`src/rtl/audio_ch_mixer.sv`:
```
// -----------------------------------------------------------------------------
// audio_ch_mixer
//
// N-channel audio sample mixer. A frame of CH signed samples is captured on an
// in_vld strobe together with a per-channel unsigned gain and a mute mask. The
// channels are summed one multiply-accumulate per clock, the sum is scaled back
// by the unity gain (arithmetic shift, floor rounding) and saturated to
// DATA_WIDTH bits. The result is offered on a valid/ready handshake.
//
// Optional build macro: AUDIO_MIX_CLIP_CNT_EN
//   When defined, adds a 16-bit saturating clip event counter (clip_cnt) and
//   its synchronous clear input (clip_clr).
//
// Ports:
//   clk        system clock
//   rst        synchronous, active-high reset
//   in_vld     one-cycle frame strobe
//   in_data    CH samples, channel k at [k*DATA_WIDTH +: DATA_WIDTH]
//   gain       CH unsigned gains, channel k at [k*GAIN_WIDTH +: GAIN_WIDTH]
//   mute       bit k set removes channel k from the sum
//   out_data   mixed, saturated sample
//   out_vld    out_data valid, held until out_ready
//   out_ready  downstream accept
//   busy       frame in progress (ACC, SAT or OUT)
//   in_drop    one-cycle pulse when a frame strobe was rejected
//   clip       one-cycle pulse alongside the out_vld rising edge on saturation
//   clip_cnt   (optional) saturating count of clip events
//   clip_clr   (optional) zeroes clip_cnt on the next edge, wins over clip
// -----------------------------------------------------------------------------
module audio_ch_mixer #(
    parameter int CH         = 4,
    parameter int DATA_WIDTH = 16,
    parameter int GAIN_WIDTH = 8
) (
    input  logic                       clk,
    input  logic                       rst,
    input  logic                       in_vld,
    input  logic [CH*DATA_WIDTH-1:0]   in_data,
    input  logic [CH*GAIN_WIDTH-1:0]   gain,
    input  logic [CH-1:0]              mute,
    output logic [DATA_WIDTH-1:0]      out_data,
    output logic                       out_vld,
    input  logic                       out_ready,
    output logic                       busy,
    output logic                       in_drop,
    output logic                       clip
`ifdef AUDIO_MIX_CLIP_CNT_EN
    ,
    output logic [15:0]                clip_cnt,
    input  logic                       clip_clr
`endif
);

    localparam int DW = DATA_WIDTH;
    localparam int GW = GAIN_WIDTH;
    localparam int PW = DW + GW + 1;         // signed product width
    localparam int IW = $clog2(CH);          // channel index width
    localparam int AW = PW + IW;             // accumulator width, no overflow over CH terms

    // Saturation bounds expressed at accumulator width.
    localparam logic signed [AW-1:0] SAT_MAX = {{(AW-DW+1){1'b0}}, {(DW-1){1'b1}}};
    localparam logic signed [AW-1:0] SAT_MIN = {{(AW-DW+1){1'b1}}, {(DW-1){1'b0}}};

    typedef enum logic [1:0] {IDLE, ACC, SAT, OUT} state_t;

    state_t                 state_reg;
    logic signed [AW-1:0]   acc_reg;
    logic [IW-1:0]          idx_reg;
    logic [DW-1:0]          out_data_reg;
    logic                   out_vld_reg;
    logic                   in_drop_reg;
    logic                   clip_reg;

    // Unpacked view of the input bus and the captured frame.
    logic signed [DW-1:0]   in_ch    [CH];
    logic [GW-1:0]          gain_ch  [CH];
    logic signed [DW-1:0]   data_reg [CH];
    logic [GW-1:0]          gain_reg [CH];
    logic [CH-1:0]          mute_reg;

    genvar gi;
    generate
        for (gi = 0; gi < CH; gi++) begin : g_unpack
            assign in_ch[gi]   = in_data[gi*DW +: DW];
            assign gain_ch[gi] = gain[gi*GW +: GW];
        end
    endgenerate

    // A new frame is taken from IDLE, or from OUT in the same cycle the held
    // result is accepted (back-to-back operation).
    logic accept;
    assign accept = in_vld && ((state_reg == IDLE) || ((state_reg == OUT) && out_ready));

    // Frame capture: later changes on the input bus do not disturb the mix.
    always_ff @(posedge clk) begin
        if (accept) begin
            data_reg <= in_ch;
            gain_reg <= gain_ch;
            mute_reg <= mute;
        end
    end

    // Single shared multiply-accumulate datapath.
    logic signed [DW-1:0]   samp_sel;
    logic [GW-1:0]          gain_sel;
    logic signed [PW-1:0]   samp_ext;
    logic signed [PW-1:0]   gain_ext;
    logic signed [PW-1:0]   prod;
    logic signed [AW-1:0]   term;
    logic signed [AW-1:0]   acc_next;
    logic signed [AW-1:0]   shifted;
    logic [DW-1:0]          sat_next;
    logic                   clip_next;

    always_comb begin
        samp_sel = data_reg[idx_reg];
        gain_sel = gain_reg[idx_reg];
        samp_ext = {{(GW+1){samp_sel[DW-1]}}, samp_sel};
        gain_ext = {{(DW+1){1'b0}}, gain_sel};           // gain is unsigned
        prod     = samp_ext * gain_ext;
        term     = mute_reg[idx_reg] ? '0 : {{IW{prod[PW-1]}}, prod};
        acc_next = acc_reg + term;

        // Undo the unity-gain scale; >>> floors toward negative infinity.
        shifted  = acc_reg >>> (GW - 1);
        sat_next = shifted[DW-1:0];
        clip_next = 1'b0;
        if (shifted > SAT_MAX) begin
            sat_next  = SAT_MAX[DW-1:0];
            clip_next = 1'b1;
        end else if (shifted < SAT_MIN) begin
            sat_next  = SAT_MIN[DW-1:0];
            clip_next = 1'b1;
        end
    end

    always_ff @(posedge clk) begin
        if (rst) begin
            state_reg    <= IDLE;
            acc_reg      <= '0;
            idx_reg      <= '0;
            out_data_reg <= '0;
            out_vld_reg  <= 1'b0;
            in_drop_reg  <= 1'b0;
            clip_reg     <= 1'b0;
        end else begin
            in_drop_reg <= 1'b0;
            clip_reg    <= 1'b0;
            case (state_reg)
                IDLE: begin
                    if (in_vld) begin
                        acc_reg   <= '0;
                        idx_reg   <= '0;
                        state_reg <= ACC;
                    end
                end
                ACC: begin
                    acc_reg <= acc_next;
                    if (idx_reg == IW'(CH - 1)) begin
                        state_reg <= SAT;
                    end else begin
                        idx_reg <= idx_reg + 1'b1;
                    end
                    if (in_vld) begin
                        in_drop_reg <= 1'b1;
                    end
                end
                SAT: begin
                    out_data_reg <= sat_next;
                    out_vld_reg  <= 1'b1;
                    clip_reg     <= clip_next;
                    state_reg    <= OUT;
                    if (in_vld) begin
                        in_drop_reg <= 1'b1;
                    end
                end
                OUT: begin
                    if (out_ready) begin
                        out_vld_reg <= 1'b0;
                        if (in_vld) begin
                            acc_reg   <= '0;
                            idx_reg   <= '0;
                            state_reg <= ACC;
                        end else begin
                            state_reg <= IDLE;
                        end
                    end else if (in_vld) begin
                        in_drop_reg <= 1'b1;
                    end
                end
                default: state_reg <= IDLE;
            endcase
        end
    end

    assign out_data = out_data_reg;
    assign out_vld  = out_vld_reg;
    assign busy     = (state_reg != IDLE);
    assign in_drop  = in_drop_reg;
    assign clip     = clip_reg;

`ifdef AUDIO_MIX_CLIP_CNT_EN
    logic [15:0] clip_cnt_reg;

    // Counts each clip pulse; a clear in the same cycle suppresses the count.
    always_ff @(posedge clk) begin
        if (rst) begin
            clip_cnt_reg <= '0;
        end else if (clip_clr) begin
            clip_cnt_reg <= '0;
        end else if (clip_reg && (clip_cnt_reg != 16'hFFFF)) begin
            clip_cnt_reg <= clip_cnt_reg + 16'd1;
        end
    end

    assign clip_cnt = clip_cnt_reg;
`endif

endmodule

```
`config.mk`:
```
export PLATFORM = sky130hd
export DESIGN_NAME = audio_ch_mixer
export DESIGN_NICKNAME = d
export VERILOG_FILES = /design/src/rtl/audio_ch_mixer.sv
export SDC_FILE = /design/constraint.sdc
export NUM_CORES = 1
export LEC_CHECK = 0
export ABC_AREA = 1
export BUFFER_PORTS_ARGS = -buffer_cell sky130_fd_sc_hd__buf_2
export CAP_MARGIN = 15
export CORE_MARGIN = 3
export CORE_UTILIZATION = 25
export CTS_BUF_LIST = sky130_fd_sc_hd__clkbuf_4
export DETAILED_ROUTE_END_ITERATION = 10
export MAX_ROUTING_LAYER = met4
export PLACE_DENSITY_LB_ADDON = 0.05
export SLEW_MARGIN = 30
export SYNTH_ARGS = -nofsm -noshare
export SYNTH_HDL_FRONTEND = slang
export SYNTH_SLANG_ARGS = --single-unit
export TNS_END_PERCENT = 50
```
`constraint.sdc`:
```
create_clock -name clk -period 7.7 [get_ports clk]
set_clock_uncertainty 0.2 [all_clocks]
set_input_delay 0.385 -clock clk [delete_from_list [all_inputs] [get_ports clk]]
set_output_delay 0.385 -clock clk [all_outputs]
set_load 0.03 [all_outputs]
```
==> summary.txt <==
Setup path
  – Critical-path top delay cell: fa_1
  – Crit Path Max Fanout: 15
  – Crit-path most repeated cell: nand2_1
  – CP endpoint kind: flip-flop
  – CP startpoint: idx_reg[1]
  – CP Launch Type: flip-flop
  – CP top delay family: adder cells
  – Setup CP Type: flip-flop to flip-flop
  – Buf+Inv Stages, Crit Path: 8
  – FF-to-FF setup slack: 600 ps
  – Reg2reg path depth: 36
  – Crit path required time: 8110 ps
  – FF-to-FF Start: idx_reg[1]
  – Critical path arrival: 7510 ps
  – WP depth: 36
  – FF-to-FF End: acc_reg[26]
  – Endpoint of the worst setup timing path: acc_reg[26]
  – Max incr delay on CP: 560 ps

STA
  – Period utilisation layout: 92.22%
  – Slew @ Worst Pin: 814.9 ps
  – Minimum clock period: 7101 ps
  – Final Slew Violations: 0
  – Setup WS post-layout: 598.9 ps
  – Fmax: 140.8 MHz
  – Slew margin rel.: 45.55%
  – Sum Neg Setup Slack: 0 ps
  – RSZ-0062 raised after global routing: no
  – Final Hold Vio Count: 0
  – Final Setup Violations: 0

Routing
  – Post-route ant nets: 0
  – Remaining DRCs: 0
  – Routed vias/inst: 4.343
  – Avg WL per Cell: 15.07 um
  – Final wirelength: 33900 um
  – DR iter-0 viols: 443
  – Total number of vias: 9768
  – 1st-pass router iterations: 6

Final layout
  – Nets: 1922
  – Fill cells: 4917
  – Number of flip-flops in the largest register: 64
  – Layout cell share with drive strength beyond 1: 15.00%
  – Reg area: 4005 um2
  – Final instance area: 14840 um2
  – Multi-input gate area: 6715 um2
  – Layout area overhead: 26.20%
  – Non-filler cells in the finished layout: 2249

Floorplanning
  – Std cell rows: 78
  – Total die area: 49670 um2
  – Die width: 222.9 um
  – Number of top-level pins: 124
  – Core box area: 45870 um2
  – Initial core utilization: 25.64%
  – Chip height: 222.9 um

Place
  – DP Cell Count: 2103
  – Pre-CTS WS: 96.34 ps
  – RD Place Congestion: 0.7777
  – PortBufs: 123
  – Post-Place Cell Area: 13250 um2
  – HPWL Detailed: 27070 um

Synth
  – Yosys top cell area share: 25.54%
  – Synth area leader: edfxtp_1
  – Avg Inst Size Synth: 8.515 um2
  – Asr flop ratio synth: 0%
  – Most used DFF post-synth: edfxtp_1
  – Cells after Synth: 1381
  – Synth warn: 0
  – Synthesized cell area: 11760 um2
  – Post-synthesis sequential area ratio: 34.05%
  – Unique masters post-synth: 46
  – Synth top area cells: edfxtp_1, fa_1, nand2_1
  – Most frequent cell after synthesis: nand2_1
  – Mapped Nets: 1669
  – EDFF count, synth: 100
  – Post-synth top cells: nand2_1, inv_1, a21oi_1
  – #FFs+latches synth: 150

Global route
  – GRT Total Usage: 14.70%
  – Antenna violations before repair: 1
  – Grt ovf: 0
  – Largest net degree at the start of global routing: 78
  – Vias in the first global route: 10330
  – First-pass GRT wire length: 55810 um

Flow run
  – Maxcap violations: 0

Clock network
  – CTS tree: built
  – Sink Count: 150
  – Worst skew pair latency: 670 ps
  – H-tree depth: 4
  – CTS clk-pin slew, worst paths: 150 ps
  – Clock Path Buffers: 2
  – CTS root buf: clkbuf_4
  – Total CTS buffers: 17

Run status
  – Status: complete, no violations

Worst hold path
  – HP Class: input port to flip-flop
metal layers:
layer | track usage (%) | wire, um
met5 | - | 0
met1 | 19.00 | 16320
met2 | 24.18 | 16250
met3 | 2.671 | 967
met4 | 3.240 | 359
logic make-up after synthesis:
family | share of synthesized area, %
AO/OA/AOI/OAI | 12.31
buffers and inverters | 9.672
AND/OR/NAND/NOR | 17.08
XOR/XNOR | 0.7343
adder cells (fa/ha/maj) | 26.15
flip-flops | 34.05
worst min path at each step:
stage | start | endpoint | slack (ps) | depth (start not counted)
6_report | in_data[8] | data_reg[56] | 210 | 2
5_1_grt | in_data[8] | data_reg[56] | 110 | 2
4_1_cts | rst | clip | 70 | 2
3_5_place_dp | out_data[5] | out_data[5] | 260 | 2
3_3_place_gp | out_data[5] | out_data[5] | 250 | 2
2_1_floorplan | acc_reg[0] | acc_reg[0] | 250 | 2
area by class of cell:
class	count	area share, %
diodes	2	0.03373
clock buffers	17	0.8600
clock inverters	15	1.459
inverters	260	6.720
multi-input cells	936	45.25
flip-flops and latches	150	26.99
well taps	600	5.059
repair buffers	269	13.63
timing repair:
action / in CTS / in global routing
setup buffers: 0 / 8
endpoints found under the setup margin: 0 / 6
hold buffers: 103 / 1
hold endpoints to repair: 124 / 38
resized for setup: 0 / 26
placed cells by master, fill, tap and decap left out, types with 54 or more instances in the layout:
cell,n
o21ai_0,54
nand2_1,306
ha_1,81
buf_2,122
dlygate4sd3_1,104
fa_1,103
inv_1,247
edfxtp_1,100
a21oi_1,122
nor2_1,121
through the flow:
step	hold slack, ps	util [%]
floorplan	248.6	-
global placement	254.2	28.88
detailed placement	255.4	28.89
CTS	70.60	31.88
global route	107.2	32.35
finish	212.6	32.35
Power is left out: the tool's default activity adds up to more than one toggle a clock period on the data nets, which glitch-free logic cannot reach.
